`config.mk`:
```
export PLATFORM = sky130hd
export DESIGN_NAME = serial_frame_receiver
export DESIGN_NICKNAME = d
export VERILOG_FILES = /design/src/rtl/serial_frame_receiver.sv
export SDC_FILE = /design/constraint.sdc
export NUM_CORES = 1
export LEC_CHECK = 0
export BUFFER_PORTS_ARGS = -buffer_cell sky130_fd_sc_hd__buf_4
export CORE_MARGIN = 2
export CORE_UTILIZATION = 60
export CTS_BUF_LIST = sky130_fd_sc_hd__clkbuf_8 sky130_fd_sc_hd__clkbuf_16
export CTS_CLUSTER_SIZE = 12
export DETAILED_ROUTE_END_ITERATION = 7
export PLACE_DENSITY = 0.81
export SLEW_MARGIN = 20
export SYNTH_ARGS = -nofsm -noshare
export SYNTH_HDL_FRONTEND = slang
export SYNTH_SLANG_ARGS = --single-unit
```
`constraint.sdc`:
```
create_clock -name clk -period 4.75 [get_ports clk]
set_input_delay 1.1875 -clock clk [delete_from_list [all_inputs] [get_ports clk]]
set_output_delay 1.1875 -clock clk [all_outputs]
set_load 0.005 [all_outputs]
```
`src/rtl/serial_frame_receiver.sv`:
```
// Receiver for the switch-driven serial message link: start/payload/stop framing, MSB first.
// Optional even-parity check enabled by defining PARITY_CHECK_EN (adds par_err).
module serial_frame_receiver #(
    parameter int unsigned CLKS_PER_BIT = 16,
    parameter int unsigned PAYLOAD_W    = 10
) (
    input  logic       clk,
    input  logic       rst,
    input  logic       sin,
    input  logic       en,
    output logic [7:0] data,
    output logic [1:0] chan,
    output logic       valid,
    output logic       busy,
`ifdef PARITY_CHECK_EN
    output logic       par_err,
`endif
    output logic       frame_err
);

    localparam int unsigned CNT_W = $clog2(CLKS_PER_BIT);
    localparam int unsigned BIT_W = $clog2(PAYLOAD_W + 1);

    localparam logic [CNT_W-1:0] CNT_LAST  = CNT_W'(CLKS_PER_BIT - 1);
    localparam logic [CNT_W-1:0] CNT_HALF  = CNT_W'(CLKS_PER_BIT / 2 - 1);
    localparam logic [BIT_W-1:0] BITS_LAST = BIT_W'(PAYLOAD_W - 1);

    typedef enum logic [2:0] {
        S_IDLE,
        S_START,
        S_DATA,
        S_PARITY,
        S_STOP
    } state_t;

    state_t                 state;
    logic [CNT_W-1:0]       cnt;
    logic [BIT_W-1:0]       bit_cnt;
    logic [PAYLOAD_W-1:0]   shreg;
    logic                   sync1;
    logic                   sin_s;
    logic                   sin_prev;
    logic                   frame_ok_c;

    // Two-flop synchroniser plus one history flop for falling-edge detection (idle-high preset)
    always_ff @(posedge clk or negedge rst) begin
        if (!rst) begin
            sync1    <= 1'b1;
            sin_s    <= 1'b1;
            sin_prev <= 1'b1;
        end else begin
            sync1    <= sin;
            sin_s    <= sync1;
            sin_prev <= sin_s;
        end
    end

`ifdef PARITY_CHECK_EN
    logic par_bit;
    logic par_ok_c;

    assign par_ok_c   = ~^{shreg, par_bit};
    assign frame_ok_c = sin_s & par_ok_c;
`else
    assign frame_ok_c = sin_s;
`endif

    // Frame FSM; cnt wraps to 0 at every sample point so samples stay mid-bit
    always_ff @(posedge clk or negedge rst) begin
        if (!rst) begin
            state     <= S_IDLE;
            cnt       <= '0;
            bit_cnt   <= '0;
            shreg     <= '0;
            data      <= '0;
            chan      <= '0;
            valid     <= 1'b0;
            busy      <= 1'b0;
            frame_err <= 1'b0;
`ifdef PARITY_CHECK_EN
            par_bit   <= 1'b0;
            par_err   <= 1'b0;
`endif
        end else begin
            valid <= 1'b0;
            if (!en) begin
                state <= S_IDLE;
                cnt   <= '0;
                busy  <= 1'b0;
            end else begin
                case (state)
                    S_IDLE: begin
                        if (sin_prev && !sin_s) begin
                            state   <= S_START;
                            cnt     <= '0;
                            bit_cnt <= '0;
                            busy    <= 1'b1;
                        end
                    end
                    S_START: begin
                        if (cnt == CNT_HALF) begin
                            cnt <= '0;
                            if (!sin_s) begin
                                state <= S_DATA;
                            end else begin
                                state <= S_IDLE;
                                busy  <= 1'b0;
                            end
                        end else begin
                            cnt <= cnt + 1'b1;
                        end
                    end
                    S_DATA: begin
                        if (cnt == CNT_LAST) begin
                            cnt     <= '0;
                            shreg   <= {shreg[PAYLOAD_W-2:0], sin_s};
                            bit_cnt <= bit_cnt + 1'b1;
                            if (bit_cnt == BITS_LAST) begin
`ifdef PARITY_CHECK_EN
                                state <= S_PARITY;
`else
                                state <= S_STOP;
`endif
                            end
                        end else begin
                            cnt <= cnt + 1'b1;
                        end
                    end
`ifdef PARITY_CHECK_EN
                    S_PARITY: begin
                        if (cnt == CNT_LAST) begin
                            cnt     <= '0;
                            par_bit <= sin_s;
                            state   <= S_STOP;
                        end else begin
                            cnt <= cnt + 1'b1;
                        end
                    end
`endif
                    S_STOP: begin
                        if (cnt == CNT_LAST) begin
                            cnt   <= '0;
                            state <= S_IDLE;
                            busy  <= 1'b0;
                            if (frame_ok_c) begin
                                data      <= shreg[7:0];
                                chan      <= shreg[9:8];
                                valid     <= 1'b1;
                                frame_err <= 1'b0;
`ifdef PARITY_CHECK_EN
                                par_err   <= 1'b0;
`endif
                            end else begin
                                frame_err <= 1'b1;
`ifdef PARITY_CHECK_EN
                                par_err   <= par_err | ~par_ok_c;
`endif
                            end
                        end else begin
                            cnt <= cnt + 1'b1;
                        end
                    end
                    default: begin
                        state <= S_IDLE;
                        cnt   <= '0;
                        busy  <= 1'b0;
                    end
                endcase
            end
        end
    end

endmodule

```
Word-level counts from Yosys, hierarchy flattened --
Cells that the tools add are included.
Storage, ports and cells: register bits after elaboration 37, output and inout bits 13
Cells by class: add/subtract/negate cells 2, eq/ne operators 15, muxes and demuxes 26, reduce and logical (&&, ||, !) cells 11
Operator list (count):
- $mux W4 | 5
- $mux W3 | 6
- $ne A3 B3 Y1 const B | 6
- $pmux W3 S4 | 1
- $pmux W4 S3 | 1
- $mux W1 | 10
- $reduce_and A5 Y1 | 2
- $add A4 B1 Y4 const B | 2
- $eq A4 B4 Y1 const B | 2
- $pmux W4 S2 | 1
- $reduce_and A4 Y1 | 2
- $ne A2 B2 Y1 const B | 3
- $reduce_and A3 Y1 | 2
- $eq A4 B3 Y1 const B | 1
- $pmux W1 S4 | 1
- $eq A3 B1 Y1 const B | 1
- $eq A3 B2 Y1 const B | 1
- $eq A3 B3 Y1 const B | 1
- $logic_not A3 Y1 | 1
- $mux W2 | 1
- $reduce_bool A2 Y1 | 1
- $reduce_or A2 Y1 | 1
- $logic_and A1 B1 Y1 | 1
- $logic_not A1 Y1 | 1

Logic depth before layout (Yosys ltp) --
Gate-level depths: netlist of the first run.
word-level depth 5, gate-level depth with buffers 6, mapped depth without buffers 6

Worst setup path before layout of the first run --
Ideal clock, no wire load.
kind input to register, start point input port en, end point register shreg[2], arrival time 1.944 ns, required time 4.625 ns, slack 2.681 ns, stages 4, path buffers 1, cell sequence and4bb_4 -> nand2_2 -> buf_6 -> mux2_2
On the way: cells in the longest elaborated chain, start to end 1
RTL lines:
- start, declared | RTL line 10 | input logic en,
- $reduce_and A3 Y1 (no source line)
- end signal, assigned | RTL line 116 | shreg <= {shreg[PAYLOAD_W-2:0], sin_s};
- end, declared | RTL line 39 | logic [PAYLOAD_W-1:0] shreg;
Every way passes these cells. A chain may end at the register's enable or synchronous reset.

Final worst setup path of the first run --
start point input port en, end point register data[4]
On the way: cells in the longest elaborated chain, start to end 1
RTL lines:
- $reduce_and A4 Y1 (no source line)
- end signal, assigned | RTL line 146 | data <= shreg[7:0];
- end, declared | RTL line 11 | output logic [7:0] data,
Every way passes these cells.

==> results.txt, run 1 <==
Status -> complete, no violations
Max Fanout on Critical Path -> 11
PnR worst setup slack -> 2.533 ns
CP cell instances -> buf_4 -> and2b_1 -> nand4_2 -> mux2_4
Fin crit period -> 2.217 ns
GRT busiest layer -> met2
Initial core utilization -> 0.6293
Unique cell type count in the Yosys netlist -> 41
Tcrit/Tclk final -> 0.4667
Setup Buffers After CTS -> 0
P_leak -> 0.9948 nW
Final setup violation count -> 0
Fin nets -> 161
Hold Fails Final Rpt -> 0
Post-Syn Nets -> 143
Worst Path Required -> 4.92 ns
Total CTS buffers -> 5
Ys async rst share -> 1.000
Cell Rows -> 19
CP Launch Type -> input pin
Max-slew headroom -> 0.6752
Total GRT Usage -> 0.2147
I/O pins -> 17
Wire per inst -> 16.15 um
Proportion of layout cells with a drive suffix above 1 -> 0.3355
Worst-Margin Slew -> 0.4860 ns
CP endpoint -> data[4]
Hold-fix buffers at CTS -> 0
Mapped cell area -> 0.001735 mm2
Slowest CP cell -> mux2_4
Via count -> 1101
Post-cts repair resize count -> 0
Width of the die -> 57.78 um
Fin Setup TNS -> 0 ns
Setup CP Type -> input pin to flop
DP HPWL -> 2121 um
CTS tree -> yes
Post-DR vias/cell -> 5.919
Core box area -> 0.002758 mm2
Layout Area Growth over Synthesis -> 11.03%
PortBufs -> 16
Sink Count -> 37
Post-Route WL -> 3003 um
1st-pass router iterations -> 4
DIE AREA -> 0.003339 mm2
FMAX -> 451.1 MHz
Initial antenna violation count -> 0
FF+latch count, synth -> 37
DRC -> 0
N_diodes -> 0
Worst r2r path cells -> 4
Post-synth EDFFs -> 0
Cells after synthesis -> 136
GRT overflow -> 0
Crit path launch -> en
Clk Latency, worst-skew pair -> 0.29 ns
Post-synthesis sequential area ratio -> 0.5357
First-pass GRT wire length -> 5244 um
Worst Hold Class -> flop to flop
Setup Skew -> 0.003834 ns
RSZ-0062 raised after global routing -> no
GR met2 Demand/Resource -> 0.3214
Peak supply drop -> 0.2659 mV
Number of global-route vias before repair -> 1109
Pin count of the biggest net entering global routing -> 38
Primary FF master, synth -> dfrtp_1
GRT met3 Usage -> 0.08036
Routed Antenna Nets -> 0
Max-slew violations -> 0
Worst path max stage delay -> 0.45 ns
Setup Slack @ Placement -> 2.227 ns
Crit end category -> flop
Reg2reg end -> data[4]
Clk Tree Root Cell -> clkbuf_8
Crit Reg-Reg Startpoint -> cnt[0]
Die Height -> 57.78 um
Synth Area per Inst -> 12.76 um2
GR met1 Demand/Resource -> 0.2929
GPL Wtd Cong -> 0.8748
Detailed Route Iter0 Violations -> 62
CTS Buffer Depth -> 2
Ys Warns -> 0
Worst reg-to-reg setup slack -> 2.68 ns
Power per cell area -> 302.2 mW/mm2
CTS H-tree lvls -> 2
CP arrival -> 2.39 ns
Max-Cap Viols -> 0
Clock-pin slew on the worst setup and hold paths -> 0.07 ns
-- per-stage QoR --
stage / utilization / cell area [um2] / cells / power, mW / hold slack [ns]
after floorplan: - / 1735 / 136 / 0.3671 / 0.3452
after global placement: 0.6688 / 1844 / 178 / 0.3807 / 0.3465
after detailed placement: 0.6688 / 1844 / 178 / 0.3839 / 0.3473
after CTS: 0.6987 / 1927 / 186 / 0.5890 / 0.3574
after global routing: 0.6987 / 1927 / 186 / 0.6101 / 0.3602
final: 0.6987 / 1927 / 186 / 0.5823 / 0.3567
-- cell usage in the layout, fill, tap and decap left out, types with 2 or more instances in the layout --
| cell type | count |
|---|---|
| nand4b_1 | 2 |
| nor2b_1 | 2 |
| xor2_1 | 3 |
| mux2_2 | 11 |
| nor2_1 | 7 |
| mux2_4 | 9 |
| o211ai_1 | 2 |
| and3_1 | 3 |
| o21ai_0 | 4 |
| clkinv_2 | 2 |
| a21oi_1 | 3 |
| nand3_1 | 6 |
| nand2_1 | 3 |
| o22ai_1 | 2 |
| dfrtp_1 | 34 |
| inv_1 | 8 |
| clkbuf_8 | 5 |
| buf_4 | 16 |
| mux2i_1 | 2 |
| dfstp_2 | 3 |
| nand2b_1 | 4 |
| ha_1 | 3 |
| nor3_1 | 2 |
-- sequential cells by signal (all words and copies together) (netlist names) --
| name | count |
|---|---|
| cnt | 4 |
| shreg | 10 |
| sync1 | 1 |
| data | 8 |
| bit_cnt | 4 |
| state | 3 |
| frame_ok_c | 1 |
| busy | 1 |
| sin_prev | 1 |
| valid | 1 |
| frame_err | 1 |
| chan | 2 |
-- cells by family after synthesis --
kind of cell,share of synthesized area
buffers and inverters,0.04398
muxes,0.1608
DFF,0.5357
xor gates and xnor gates,0.01514
adders and majority gates,0.02163
AOI/OAI and AO/OA,0.08580
and+or+nand+nor,0.1370
-- per-layer routing --
layer	up-vias	part of all wire
met2	18	0.49
met4	0	0.012
met5	-	0
met3	5	0.034
met1	555	0.46
li1	523	-
-- cell type report --
cell class,count,area [um2]
clock buffer,5,68.82
clock inverter,3,13.76
fill,208,830.8
inverter,7,26.28
multi-input combinational,87,729.5
sequential,37,929.6
tap,31,38.79
timing repair buffer,16,120.1
-- cells in the mapped netlist (2+ instances only) --
| cell | count | area [um2] |
|---|---|---|
| nor2b_1 | 2 | 12.51 |
| ha_1 | 3 | 37.54 |
| nor3_1 | 2 | 10.01 |
| nand4b_1 | 2 | 17.52 |
| mux2_4 | 9 | 135.1 |
| dfstp_2 | 3 | 78.83 |
| buf_6 | 4 | 45.04 |
| nand3_1 | 6 | 30.03 |
| nand2_1 | 3 | 11.26 |
| and3_1 | 3 | 18.77 |
| xor2_1 | 3 | 26.28 |
| o22ai_1 | 2 | 12.51 |
| mux2i_1 | 2 | 20.02 |
| dfrtp_1 | 34 | 850.8 |
| o21ai_0 | 4 | 20.02 |
| o211ai_1 | 2 | 15.01 |
| inv_1 | 7 | 26.28 |
| a21oi_1 | 3 | 15.01 |
| mux2_2 | 11 | 123.9 |
| nand2b_1 | 4 | 25.02 |
| nor2_1 | 7 | 26.28 |
-- worst min-delay path by stage --
| stage | start | end | slack [ns] | cells after the start |
|---|---|---|---|---|
| CTS | sync1 | frame_ok_c | 0.36 | 0 |
| global placement | sync1 | frame_ok_c | 0.35 | 0 |
| floorplan | sync1 | frame_ok_c | 0.35 | 0 |
| finish | sync1 | frame_ok_c | 0.36 | 0 |
| detailed placement | sync1 | frame_ok_c | 0.35 | 0 |
| global route | sync1 | frame_ok_c | 0.36 | 0 |
-- where the power goes --
group / switching, mW / internal (mW) / leakage, nW
sequential: 0.0103 / 0.323 / 0.497
clock: 0.105 / 0.0993 / 0.0491
combinational: 0.0246 / 0.0197 / 0.449
total: 0.140 / 0.442 / 0.995
-- worst max-delay path, delay by kind of cell --
family        cells  cell delay [ns]
simple gates      2             0.64
mux               1             0.45
buf+inv           1             0.11
Power figures use the tool's default switching activity.
==> run 2: changes to the inputs <==
ABC_AREA = 1   (was default)
CORE_UTILIZATION = 51   (was 60)
PLACE_DENSITY = 0.73   (was 0.81)
clock period = 1.9 ns   (was 4.75 ns; I/O delays follow)
==> run 2 against run 1 <==
  * First-iteration DRC count is 6.5% lower
  * Global-route usage shrank 2.5 points
  * Largest cell class unchanged
  * Highest routed layer unchanged
  * Critical path type is now flop to flop
  * Sequential share of layout area hardly changed
==> results.txt, run 2 <==
Status -> complete, no violations
Ys Warns -> 0 (unchanged)
Post-synthesis xor/xnor area fraction -> 0.01060 (-0.004543)
Largest family of logic cells by synthesized area -> simple AND/OR/NAND/NOR gates
Peak supply drop -> 0.4984 mV (+87%)
Die Height -> 60.93 um (+5.5%)
Ys async rst share -> 1.000 (unchanged)
Final setup violation count -> 0 (unchanged)
First-pass GRT wire length -> 5037 um (-3.9%)
GRT overflow -> 0 (unchanged)
CTS tree -> yes
Most common cell after layout, fill and taps aside -> nand2_1
Worst Path Required -> 2.12 ns (-2.80 ns)
Filler instances -> 274 (+32%)
Fin crit period -> 1.491 ns
Fin Setup TNS -> 0 ns (unchanged)
Simple-Gate Fraction of Synth Area -> 0.2067 (+0.06968)
Mux share of post-synthesis cell area -> 0 (-0.1608)
FMAX -> 670.6 MHz
Post-synthesis compound-gate area fraction -> 0.1257 (+0.03987)
1st-pass router iterations -> 4 (unchanged)
RSZ-0062 raised after global routing -> no
Detailed Route Iter0 Violations -> 58 (-6.5%)
CP arrival -> 1.71 ns (-0.68 ns)
GPL Wtd Cong -> 0.8511 (-2.7%)
Total CTS buffers -> 5 (unchanged)
CP Launch Type -> flop
Pin count of the biggest net entering global routing -> 38 (unchanged)
Synth Area per Inst -> 9.234 um2 (-28%)
Sw Pwr -> 0.3430 mW (+140%)
Worst reg-to-reg setup slack -> 0.41 ns (-2.27 ns)
Mapped cell area -> 0.001653 mm2 (-4.8%)
Area leader, netlist -> dfrtp_1
Worst Hold Class -> input pin to asynchronous set/reset pin
Crit end category -> flop
Internal power -> 1.219 mW (+180%)
Share of power burned in registers -> 0.524 (-0.048)
Post-Route WL -> 2906 um (-3.2%)
FF+latch count, synth -> 37 (unchanged)
Most frequent cell after synthesis -> nand2_1
Sink Count -> 37 (unchanged)
Largest register FFs -> 10 (unchanged)
CTS H-tree lvls -> 2 (unchanged)
Switching share of total power -> 0.2196 (-0.02149)
Setup CP Type -> flop to flop
GRT busiest layer -> met2
Fin nets -> 208 (+29%)
P_leak -> 0.9766 nW (-1.8%)
Number of global-route vias before repair -> 1137 (+2.5%)
Overall Power -> 1.562 mW (+170%)
I/O pins -> 17 (unchanged)
Max-slew headroom -> 0.6831 (+0.007906)
PortBufs -> 16 (unchanged)
Hold-fix buffers at CTS -> 0 (unchanged)
DP HPWL -> 2130 um (+0.44%)
Total GRT Usage -> 0.1900 (-0.02465)
Proportion of layout cells with a drive suffix above 1 -> 0.2277 (-0.1078)
Post-cts repair resize count -> 0 (unchanged)
Post-Syn Nets -> 186 (+30%)
CP delay by family, top -> flip-flops
Tcrit/Tclk final -> 0.7848
Max Fanout on Critical Path -> 19 (+8)
Setup Skew -> 0.01166 ns (+0.007830 ns)
Post-synthesis sequential area ratio -> 0.5625 (+0.02676)
Via count -> 1162 (+5.5%)
Unique cell type count in the Yosys netlist -> 26 (-37%)
Initial antenna violation count -> 0 (unchanged)
Synth area leaders -> dfrtp_1 51%, nand2_1 11%, o21ai_0 5.1%, dfstp_2 4.8%, inv_1 4.8%
Power per cell area -> 811.2 mW/mm2 (+170%)
Worst-Margin Slew -> 0.4743 ns (-0.01173 ns)
Slowest CP cell -> dfrtp_1
Largest regs -> shreg (10), data (8)
Setup Buffers After CTS -> 0 (unchanged)
Biggest register -> shreg
DIE AREA -> 0.003712 mm2 (+11%)
Cells after synthesis -> 179 (+32%)
Layout Area Growth over Synthesis -> 16.50%
CP cell instances -> ha_1 -> nand3_2 -> clkinv_2 -> nand3_4 -> nor2_4 -> inv_4 -> nand2_1 -> o21ai_2
Post-synth top area share -> 0.5148 (+0.02449)
GR met1 Demand/Resource -> 0.2411 (-0.05177)
Hold Fails Final Rpt -> 0 (unchanged)
Clock-pin slew on the worst setup and hold paths -> 0.08 ns (about the same)
Cell Rows -> 20 (+1)
GR met2 Demand/Resource -> 0.3011 (-0.02035)
Initial core utilization -> 0.5370 (-0.09232)
Most frequent cells in the layout -> 49 x nand2_1, 34 x dfrtp_1, 22 x inv_1
Post-synth EDFFs -> 0 (unchanged)
Wire per inst -> 11.81 um (-27%)
Routed Antenna Nets -> 0 (unchanged)
DRC -> 0 (unchanged)
Max-slew violations -> 0 (unchanged)
Max-Cap Viols -> 0 (unchanged)
GRT met3 Usage -> 0.07036 (-0.009995)
Clk Latency, worst-skew pair -> 0.29 ns (about the same)
Reg area -> 929.6 um2 (unchanged)
Multi-input gate area -> 604.3 um2 (-17%)
Core box area -> 0.003078 mm2 (+12%)
CTS Buffer Depth -> 2 (unchanged)
Combinational power share -> 0.058 (-0.018)
Top cells by count, synth -> 49 x nand2_1, 34 x dfrtp_1, 21 x inv_1
Worst path max stage delay -> 0.42 ns (-0.03 ns)
Post-DR vias/cell -> 4.724 (-20%)
CP Buf/Inv Count -> 2 (+1)
Clock Power Share -> 0.417 (+0.065)
Primary FF master, synth -> dfrtp_1
N_diodes -> 0 (unchanged)
Clk Tree Root Cell -> clkbuf_8
Width of the die -> 60.93 um (+5.5%)
Adder-Cell Fraction of Synth Area -> 0.02271 (+0.001081)
run 2: cell count changes in the layout (fill, tap and decap cells not counted), moves of 9 or more:
cell | before | now
nand2_1 | 3 | 49
inv_1 | 8 | 22
o21ai_0 | 4 | 17
mux2_2 | 11 | 0
mux2_4 | 9 | 0
o21ai_2 | 0 | 9
run 2: logic make-up after synthesis:
logic type      Yosys count
simple gates             76
buf+inv                  27
fa+ha+maj                 3
xor+xnor                  2
flops                    37
compound gates           34
run 2: metal layers:
metal / wire, um / up-vias
li1: - / 613
met1: 1348 / 529
met2: 1407 / 14
met3: 103 / 6
met4: 46 / 0
met5: 0 / -
run 2: final cells by class:
| type | count | area share |
|---|---|---|
| Timing Repair Buffer | 18 | 0.07018 |
| Tap cell | 44 | 0.02859 |
| Clock buffer | 5 | 0.03574 |
| Inverter | 24 | 0.04873 |
| Sequential cell | 37 | 0.4828 |
| Multi-Input combinational cell | 115 | 0.3138 |
| Clock inverter | 3 | 0.02014 |
run 2: power by group through the flow:
stage	logic [mW]	clock network (mW)	registers, mW
floorplan	0.0537	0	0.831
detailed placement	0.0924	0	0.834
global route	0.106	0.706	0.820
CTS	0.0926	0.675	0.818
finish	0.0908	0.652	0.819
global placement	0.0893	0	0.833
run 2: worst register-to-register path: cells and delay by family (launching register included):
family	cells	cell delay (ns)
compound gates	1	0.06
fa+ha+maj	1	0.26
buf+inv	2	0.29
flops	1	0.42
simple gates	4	0.39
run 2: worst paths after layout:
kind | start | to | depth (start not counted)
setup / recovery | cnt[0] | data[0] | 8
hold / removal | rst | frame_err | 1
setup reg to reg | cnt[0] | data[0] | 8
hold reg to reg | sync1 | frame_ok_c | 0
max in group asynchronous | rst | sync1 | 1
min in group clk | sin | sync1 | 1
run 2: through the flow:
stage / cells / cell area [um2] / setup slack [ns] / hold slack, ns / util
6_report: 246 / 1926 / 0.4089 / 0.1260 / 0.6256
5_1_grt: 246 / 1926 / 0.2962 / 0.1575 / 0.6256
4_1_cts: 246 / 1926 / 0.4185 / 0.1368 / 0.6256
3_5_place_dp: 238 / 1818 / 0.4290 / 0.3484 / 0.5907
3_3_place_gp: 238 / 1818 / 0.4909 / 0.3476 / 0.5907
2_1_floorplan: 179 / 1653 / 0.5192 / 0.1794 / -
